File: config.mk
export PLATFORM = sky130hd
export DESIGN_NAME = sparse_mac_group
export DESIGN_NICKNAME = d
export VERILOG_FILES = /design/src/rtl/dsp_pkg.sv /design/src/rtl/sparse_mac_lane.sv /design/src/rtl/sparse_mac_group.sv
export SDC_FILE = /design/constraint.sdc
export NUM_CORES = 2
export LEC_CHECK = 0
export CORE_MARGIN = 2
export CORE_UTILIZATION = 55
export DETAILED_ROUTE_END_ITERATION = 10
export GPL_TIMING_DRIVEN = 1
export PLACE_DENSITY = 0.85
export SLEW_MARGIN = 15
export SYNTH_ARGS = -nofsm -noshare
export SYNTH_HDL_FRONTEND = slang
export SYNTH_SLANG_ARGS = --single-unit
File: constraint.sdc
create_clock -name clk -period 8.4 [get_ports clk]
set_clock_uncertainty 0.1 [all_clocks]
set_input_delay 1.68 -clock clk [delete_from_list [all_inputs] [get_ports clk]]
set_output_delay 1.68 -clock clk [all_outputs]
set_load 0.02 [all_outputs]
File: src/rtl/dsp_pkg.sv
// Shared types and constant helpers for the sparse MAC group.
package dsp_pkg;

  typedef enum logic [1:0] {IDLE, ACCUM, FLUSH, HOLD} state_t;

  // Widest accumulator the constant helpers below can describe.
  localparam int MAX_W = 128;

  // Slot-select width: at least one bit, even for a single candidate.
  function automatic int idx_w(input int m);
    return (m <= 2) ? 1 : $clog2(m);
  endfunction

  // All-ones value of width w (unsigned maximum).
  function automatic logic [MAX_W-1:0] umax(input int w);
    return {MAX_W{1'b1}} >> (MAX_W - w);
  endfunction

  // Largest positive two's-complement value of width w.
  function automatic logic [MAX_W-1:0] smax(input int w);
    return umax(w) >> 1;
  endfunction

  // Most negative two's-complement value of width w.
  function automatic logic [MAX_W-1:0] smin(input int w);
    return {{(MAX_W-1){1'b0}}, 1'b1} << (w - 1);
  endfunction

endpackage

File: src/rtl/sparse_mac_lane.sv
// One multiply lane: picks 1 of SPARSE_M activations and multiplies it by the
// lane weight, signed or unsigned, with a registered product and valid bit.
module sparse_mac_lane
  import dsp_pkg::*;
#(
  parameter int DATA_WIDTH = 8,
  parameter int SPARSE_M   = 2,
  localparam int IDX_W     = idx_w(SPARSE_M)
) (
  input  logic                         clk,
  input  logic                         rst,
  input  logic                         in_valid,
  input  logic                         sgn,
  input  logic [SPARSE_M*DATA_WIDTH-1:0] act,
  input  logic [DATA_WIDTH-1:0]        wgt,
  input  logic [IDX_W-1:0]             idx,
  output logic [2*DATA_WIDTH-1:0]      product,
  output logic                         p_valid
);

  logic [DATA_WIDTH-1:0]   sel;
  logic [2*DATA_WIDTH-1:0] act_ext;
  logic [2*DATA_WIDTH-1:0] wgt_ext;
  logic [2*DATA_WIDTH-1:0] prod;

  // Slot mux; an index past the last slot selects zero. Operands are
  // extended to the product width so one multiplier serves both modes.
  always_comb begin
    sel = '0;
    for (int s = 0; s < SPARSE_M; s++) begin
      if (idx == IDX_W'(s)) sel = act[s*DATA_WIDTH +: DATA_WIDTH];
    end
    act_ext = sgn ? {{DATA_WIDTH{sel[DATA_WIDTH-1]}}, sel} : {{DATA_WIDTH{1'b0}}, sel};
    wgt_ext = sgn ? {{DATA_WIDTH{wgt[DATA_WIDTH-1]}}, wgt} : {{DATA_WIDTH{1'b0}}, wgt};
    prod    = act_ext * wgt_ext;
  end

  // Stage-1 register: capture the product of each accepted beat.
  always_ff @(posedge clk or posedge rst) begin
    if (rst) begin
      product <= '0;
      p_valid <= 1'b0;
    end else begin
      p_valid <= in_valid;
      if (in_valid) product <= prod;
    end
  end

endmodule

File: src/rtl/sparse_mac_group.sv
// LANES sparse-select multipliers feeding an adder tree and a multi-beat
// accumulator seeded from cascade_in, with saturating or wrapping overflow.
module sparse_mac_group
  import dsp_pkg::*;
#(
  parameter int DATA_WIDTH  = 8,
  parameter int ACCUM_WIDTH = 48,
  parameter int LANES       = 4,
  parameter int SPARSE_M    = 2,
  parameter int LEN_WIDTH   = 8,
  parameter int LSP_WIDTH   = 24,
  parameter int SATURATE    = 1,
  localparam int IDX_W      = idx_w(SPARSE_M)
) (
  input  logic                                clk,
  input  logic                                rst,
  input  logic [LEN_WIDTH-1:0]                cfg_len,
  input  logic                                cfg_signed,
  input  logic                                in_valid,
  output logic                                in_ready,
  input  logic [LANES*SPARSE_M*DATA_WIDTH-1:0] act_in,
  input  logic [LANES*DATA_WIDTH-1:0]         wgt_in,
  input  logic [LANES*IDX_W-1:0]              sparse_idx,
  input  logic [ACCUM_WIDTH-1:0]              cascade_in,
  output logic                                out_valid,
  input  logic                                out_ready,
  output logic [ACCUM_WIDTH-1:0]              out_data,
  output logic [ACCUM_WIDTH-LSP_WIDTH-1:0]    out_msp,
  output logic [LSP_WIDTH-1:0]                out_lsp,
  output logic                                overflow,
  output logic [ACCUM_WIDTH-1:0]              cascade_out
);

  localparam int PROD_W = 2 * DATA_WIDTH;
  localparam int TREE_W = ACCUM_WIDTH + $clog2(LANES);
  localparam int SUM_W  = TREE_W + 1;

  localparam logic [MAX_W-1:0] UMAX_F = umax(ACCUM_WIDTH);
  localparam logic [MAX_W-1:0] SMAX_F = smax(ACCUM_WIDTH);
  localparam logic [MAX_W-1:0] SMIN_F = smin(ACCUM_WIDTH);
  localparam logic [ACCUM_WIDTH-1:0] ACC_UMAX = UMAX_F[ACCUM_WIDTH-1:0];
  localparam logic [ACCUM_WIDTH-1:0] ACC_SMAX = SMAX_F[ACCUM_WIDTH-1:0];
  localparam logic [ACCUM_WIDTH-1:0] ACC_SMIN = SMIN_F[ACCUM_WIDTH-1:0];

  state_t                   state_reg;
  logic [LEN_WIDTH-1:0]     len_reg;
  logic [LEN_WIDTH-1:0]     count_reg;
  logic                     signed_reg;
  logic [ACCUM_WIDTH-1:0]   acc_reg;
  logic                     ovf_reg;
  logic                     out_valid_reg;
  logic                     in_ready_reg;

  logic                     fire;
  logic                     first_beat;
  logic                     lane_signed;
  logic [LEN_WIDTH-1:0]     len_first;
  logic [LEN_WIDTH-1:0]     count_inc;
  logic [LANES-1:0]         lane_valid;
  logic                     p_valid;
  logic [PROD_W-1:0]        products [LANES];
  logic [TREE_W-1:0]        prod_ext [LANES];
  logic [TREE_W-1:0]        lane_sum;
  logic [SUM_W-1:0]         total;
  logic [SUM_W-ACCUM_WIDTH:0] total_hi;
  logic                     ovf_now;
  logic [ACCUM_WIDTH-1:0]   acc_next;

  assign fire        = in_valid && in_ready_reg;
  assign first_beat  = (state_reg == IDLE) && fire;
  // The first beat multiplies before cfg_signed is latched, so use it live.
  assign lane_signed = (state_reg == IDLE) ? cfg_signed : signed_reg;
  assign len_first   = (cfg_len == '0) ? LEN_WIDTH'(1) : cfg_len;
  assign count_inc   = count_reg + 1'b1;
  assign p_valid     = &lane_valid;

  generate
    for (genvar gi = 0; gi < LANES; gi++) begin : g_lane
      sparse_mac_lane #(
        .DATA_WIDTH(DATA_WIDTH),
        .SPARSE_M  (SPARSE_M)
      ) u_lane (
        .clk     (clk),
        .rst     (rst),
        .in_valid(fire),
        .sgn     (lane_signed),
        .act     (act_in[gi*SPARSE_M*DATA_WIDTH +: SPARSE_M*DATA_WIDTH]),
        .wgt     (wgt_in[gi*DATA_WIDTH +: DATA_WIDTH]),
        .idx     (sparse_idx[gi*IDX_W +: IDX_W]),
        .product (products[gi]),
        .p_valid (lane_valid[gi])
      );
      assign prod_ext[gi] = signed_reg ?
        {{(TREE_W-PROD_W){products[gi][PROD_W-1]}}, products[gi]} :
        {{(TREE_W-PROD_W){1'b0}}, products[gi]};
    end
  endgenerate

  // Adder tree plus accumulate in a widened domain; any result outside the
  // ACCUM_WIDTH range (including tree growth) is flagged and clamped or wrapped.
  always_comb begin
    lane_sum = '0;
    for (int l = 0; l < LANES; l++) lane_sum = lane_sum + prod_ext[l];
    total = (signed_reg ? {{(SUM_W-ACCUM_WIDTH){acc_reg[ACCUM_WIDTH-1]}}, acc_reg}
                        : {{(SUM_W-ACCUM_WIDTH){1'b0}}, acc_reg})
          + (signed_reg ? {lane_sum[TREE_W-1], lane_sum} : {1'b0, lane_sum});
    total_hi = total[SUM_W-1:ACCUM_WIDTH-1];
    acc_next = total[ACCUM_WIDTH-1:0];
    if (signed_reg) begin
      ovf_now = !((total_hi == '0) || (&total_hi));
      if (ovf_now && SATURATE != 0) acc_next = total[SUM_W-1] ? ACC_SMIN : ACC_SMAX;
    end else begin
      ovf_now = |total[SUM_W-1:ACCUM_WIDTH];
      if (ovf_now && SATURATE != 0) acc_next = ACC_UMAX;
    end
  end

  // Control FSM: beat counting, config latch and registered handshakes.
  always_ff @(posedge clk or posedge rst) begin
    if (rst) begin
      state_reg     <= IDLE;
      len_reg       <= '0;
      count_reg     <= '0;
      signed_reg    <= 1'b0;
      out_valid_reg <= 1'b0;
      in_ready_reg  <= 1'b1;
    end else begin
      unique case (state_reg)
        IDLE: if (fire) begin
          len_reg    <= len_first;
          signed_reg <= cfg_signed;
          count_reg  <= LEN_WIDTH'(1);
          if (len_first == LEN_WIDTH'(1)) begin
            state_reg    <= FLUSH;
            in_ready_reg <= 1'b0;
          end else begin
            state_reg <= ACCUM;
          end
        end
        ACCUM: if (fire) begin
          count_reg <= count_inc;
          if (count_inc == len_reg) begin
            state_reg    <= FLUSH;
            in_ready_reg <= 1'b0;
          end
        end
        FLUSH: begin
          state_reg     <= HOLD;
          out_valid_reg <= 1'b1;
        end
        HOLD: if (out_ready) begin
          state_reg     <= IDLE;
          out_valid_reg <= 1'b0;
          in_ready_reg  <= 1'b1;
        end
        default: state_reg <= IDLE;
      endcase
    end
  end

  // Accumulator and sticky overflow: seed on the first beat, add each product.
  always_ff @(posedge clk or posedge rst) begin
    if (rst) begin
      acc_reg <= '0;
      ovf_reg <= 1'b0;
    end else if (first_beat) begin
      acc_reg <= cascade_in;
      ovf_reg <= 1'b0;
    end else if (p_valid) begin
      acc_reg <= acc_next;
      ovf_reg <= ovf_reg | ovf_now;
    end else if (state_reg == HOLD && out_ready) begin
      ovf_reg <= 1'b0;
    end
  end

  assign in_ready    = in_ready_reg;
  assign out_valid   = out_valid_reg;
  assign out_data    = acc_reg;
  assign out_msp     = acc_reg[ACCUM_WIDTH-1:LSP_WIDTH];
  assign out_lsp     = acc_reg[LSP_WIDTH-1:0];
  assign overflow    = ovf_reg;
  assign cascade_out = acc_reg;

endmodule

==> summary.txt <==
Setup path
  – R2r endpoint: cascade_out[11]
  – R2R Setup Slk: 0.73 ns
  – Worst EP arrival: roughly 7.9 ns
  – CP startpoint: g_lane[2].u_lane.product[3]
  – Worst reg2reg path depth: 26
  – Crit-path max FO: 14
  – CP startpoint kind: flip-flop
  – Critical R2R Launch: g_lane[2].u_lane.product[3]
  – Critical path class: reg2reg
  – Worst Setup EP: cascade_out[11]
  – Crit path capture type: flip-flop
  – Crit path required time: ~8.6 ns

STA
  – Final setup TNS: 0 ns
  – Worst slew pin tran: 0.878 ns
  – Tmin final: around 7.7 ns
  – Period utilization: a little over 90%
  – F_max: ~0.13 GHz
  – Worst slew margin relative to its limit: around two fifths
  – Final Hold Vio Count: 0
  – Setup violators final: 0
  – Unrepaired setup endpoints after global routing: no
  – Worst Slack Setup Final: roughly 0.73 ns
  – Fin. max-slew vios: 0

Floorplan
  – Die Y: roughly 220 um
  – Full die area: between 40000 and 50000 um2
  – Starting Density: 55.8%
  – FP Rows: ~80
  – Die W: between 200 and 250 um
  – Total I/O pin count: just over 300
  – Core area: 46600 um2

Clocking
  – Clock Latency Late Sink: between 0.4 and 0.5 ns
  – CTS tree: yes
  – Post-CTS repair timing setup buffer count: 0
  – H-tree depth: 4
  – CTS Sinks: ~140
  – Root buffer cell: clkbuf_16
  – Clock Pin Slew Worst Setup and Hold Paths: approximately 0.070 ns
  – Post-CTS sizing: 0
  – CTS max path bufs: 2
  – Hold_buf cts: 0
  – CTS Buf Count: 17

Status
  – Status: finished clean

Detailed routing
  – Drt initial violations: 1318
  – Router iterations before antenna repair: 6
  – DR vias/cell: 5.59
  – Wire per inst: 17.1 um
  – Total wire length: about 65000 um
  – DRC: 0
  – Via count: 21113
  – Antenna-violating nets left: 0

Synth
  – Most common cell in the netlist: inv_1
  – Number of synthesized flops with an enable pin: 0
  – Cells after synthesis: roughly 3000
  – Asr flop ratio synth: 100%
  – Commonest cells post-synth: inv_1, fa_1, ha_1
  – Sequential-to-total area share from yosys stat: 13.0%
  – Synth top area share: between 20% and 30%
  – Synthesized flop and latch total: between 100 and 150
  – Main flop type after synthesis: dfrtp_1
  – Synth warnings: 0
  – Area contributors post-synth: fa_1, ha_1, dfrtp_1
  – Cell taking the most area after synthesis: fa_1
  – Syn nets: 3751
  – Synthesized area per cell: 8.73 um2
  – Cell Area, Synth: 26000 um2
  – Synth unique cells: 76

Placed design
  – I/O Buffers: approximately 310
  – Post-DP HPWL: between 50000 and 60000 um
  – Dpl ws: 0.315 ns
  – Gpl congestion: about 0.95

Global route
  – Vias in the first global route: about 22000
  – Total track usage: 27.1%
  – Initial antenna violation count: 0
  – Gr ovfl total: 0
  – Global-route wire length before repair: approximately 110000 um
  – Pin count of the biggest net entering global routing: roughly 90

Hold path
  – Min-Delay Path Depth: 2
  – Min-Delay Path Class: reg2reg

Layout
  – Final nets: 3932
  – Area grow syn2layout: 14.1%
  – Max FFs per register: 64
  – Share of layout cells above drive strength 1: 3.82%
  – # diodes: 0
  – Largest register by flop count: g_lane.u_lane.product

Job
  – Max_cap viols: 0
==> cell families after synthesis <==
kind of cell / Yosys count / synth area share [%]
AOI/OAI and AO/OA: 510 / 13.1
adders and majority gates: 615 / 39.5
DFF: 135 / 13.0
and+or+nand+nor: 730 / 13.6
xor gates and xnor gates: 202 / 6.84
buffers and inverters: 741 / 12.2
muxes: 42 / 1.70
==> per-stage QoR <==
stage / cell area [um2] / instances / utilization [%] / hold slack, ns
after floorplan: 26000 / 2975 / - / 0.350
after detailed placement: 29100 / 3744 / 62.5 / 0.371
after CTS: 29700 / 3776 / 63.7 / 0.385
final: 29700 / 3776 / 63.7 / 0.383
after global routing: 29700 / 3776 / 63.7 / 0.407
after global placement: 29100 / 3744 / 62.5 / 0.362
==> cell usage in the layout (no fill, tap or decap), drive strengths merged, types with 24 or more instances in the layout <==
| cell type | netlist | routed |
|---|---|---|
| nand2b | 27 | 27 |
| o21bai | 45 | 45 |
| buf | 113 | 44 |
| and3 | 29 | 29 |
| nand2 | 264 | 264 |
| a22o | 24 | 24 |
| nor2 | 131 | 131 |
| a21oi | 95 | 95 |
| inv | 551 | 557 |
| nor3 | 38 | 38 |
| o21ai | 159 | 159 |
| xnor2 | 138 | 138 |
| xor2 | 64 | 64 |
| dfrtp | 134 | 134 |
| fa | 344 | 344 |
| nor2b | 105 | 105 |
| mux2i | 24 | 24 |
| clkdlybuf4s50 | 0 | 307 |
| a21o | 42 | 42 |
| ha | 271 | 271 |
| and2 | 76 | 76 |
==> cell type report <==
| cell class | count | area, um2 |
|---|---|---|
| clock buffer | 17 | 425 |
| clock inverter | 15 | 143 |
| fill | 3755 | 16900 |
| inverter | 552 | 2080 |
| multi-input combinational | 2099 | 19500 |
| sequential | 135 | 3380 |
| tap | 607 | 759 |
| timing repair buffer | 351 | 3400 |
==> routing by layer <==
layer / global-route usage [%] / vias up / wire length (um)
met2: 47.1 / 826 / 32100
met1: 35.5 / 10330 / 27000
met5: 0 / - / 0
met4: 8.31 / 0 / 1730
li1: - / 9826 / -
met3: 3.07 / 131 / 3840
==> how the worst min path moves through the flow <==
stage | start | end | slack (ns)
after floorplan | g_lane[0].u_lane.product[10] | g_lane[0].u_lane.product[10] | 0.35
after global placement | g_lane[2].u_lane.product[12] | g_lane[2].u_lane.product[12] | 0.36
after detailed placement | g_lane[1].u_lane.product[10] | g_lane[1].u_lane.product[10] | 0.37
after CTS | g_lane[3].u_lane.product[6] | g_lane[3].u_lane.product[6] | 0.39
after global routing | g_lane[0].u_lane.product[13] | g_lane[0].u_lane.product[13] | 0.41
final | g_lane[1].u_lane.product[10] | g_lane[1].u_lane.product[10] | 0.38
==> worst max-delay path, stage by stage, from the launching register on <==
cell and delay, ns:
dfrtp_1 0.37, inv_1 0.11, fa_1 0.44, fa_1 0.51
inv_1 0.04, ha_1 0.37, a41oi_1 0.23, o21ai_0 0.11
a21oi_1 0.22, o21bai_1 0.09, a21o_1 0.20, a21oi_1 0.30
o211ai_1 0.21, nand3_1 0.66, a21o_1 0.22, ha_1 0.31
a21oi_1 0.31, a21boi_0 0.31, o2111ai_1 0.17, a31oi_1 0.26
o31a_4 0.24, o41ai_4 0.11, xor2_2 0.40, and2_1 0.52
buf_4 0.28, o221ai_1 0.21, a22o_1 0.26
Power is left out: the tool's default activity adds up to more than one toggle a clock period on the data nets, which glitch-free logic cannot reach.
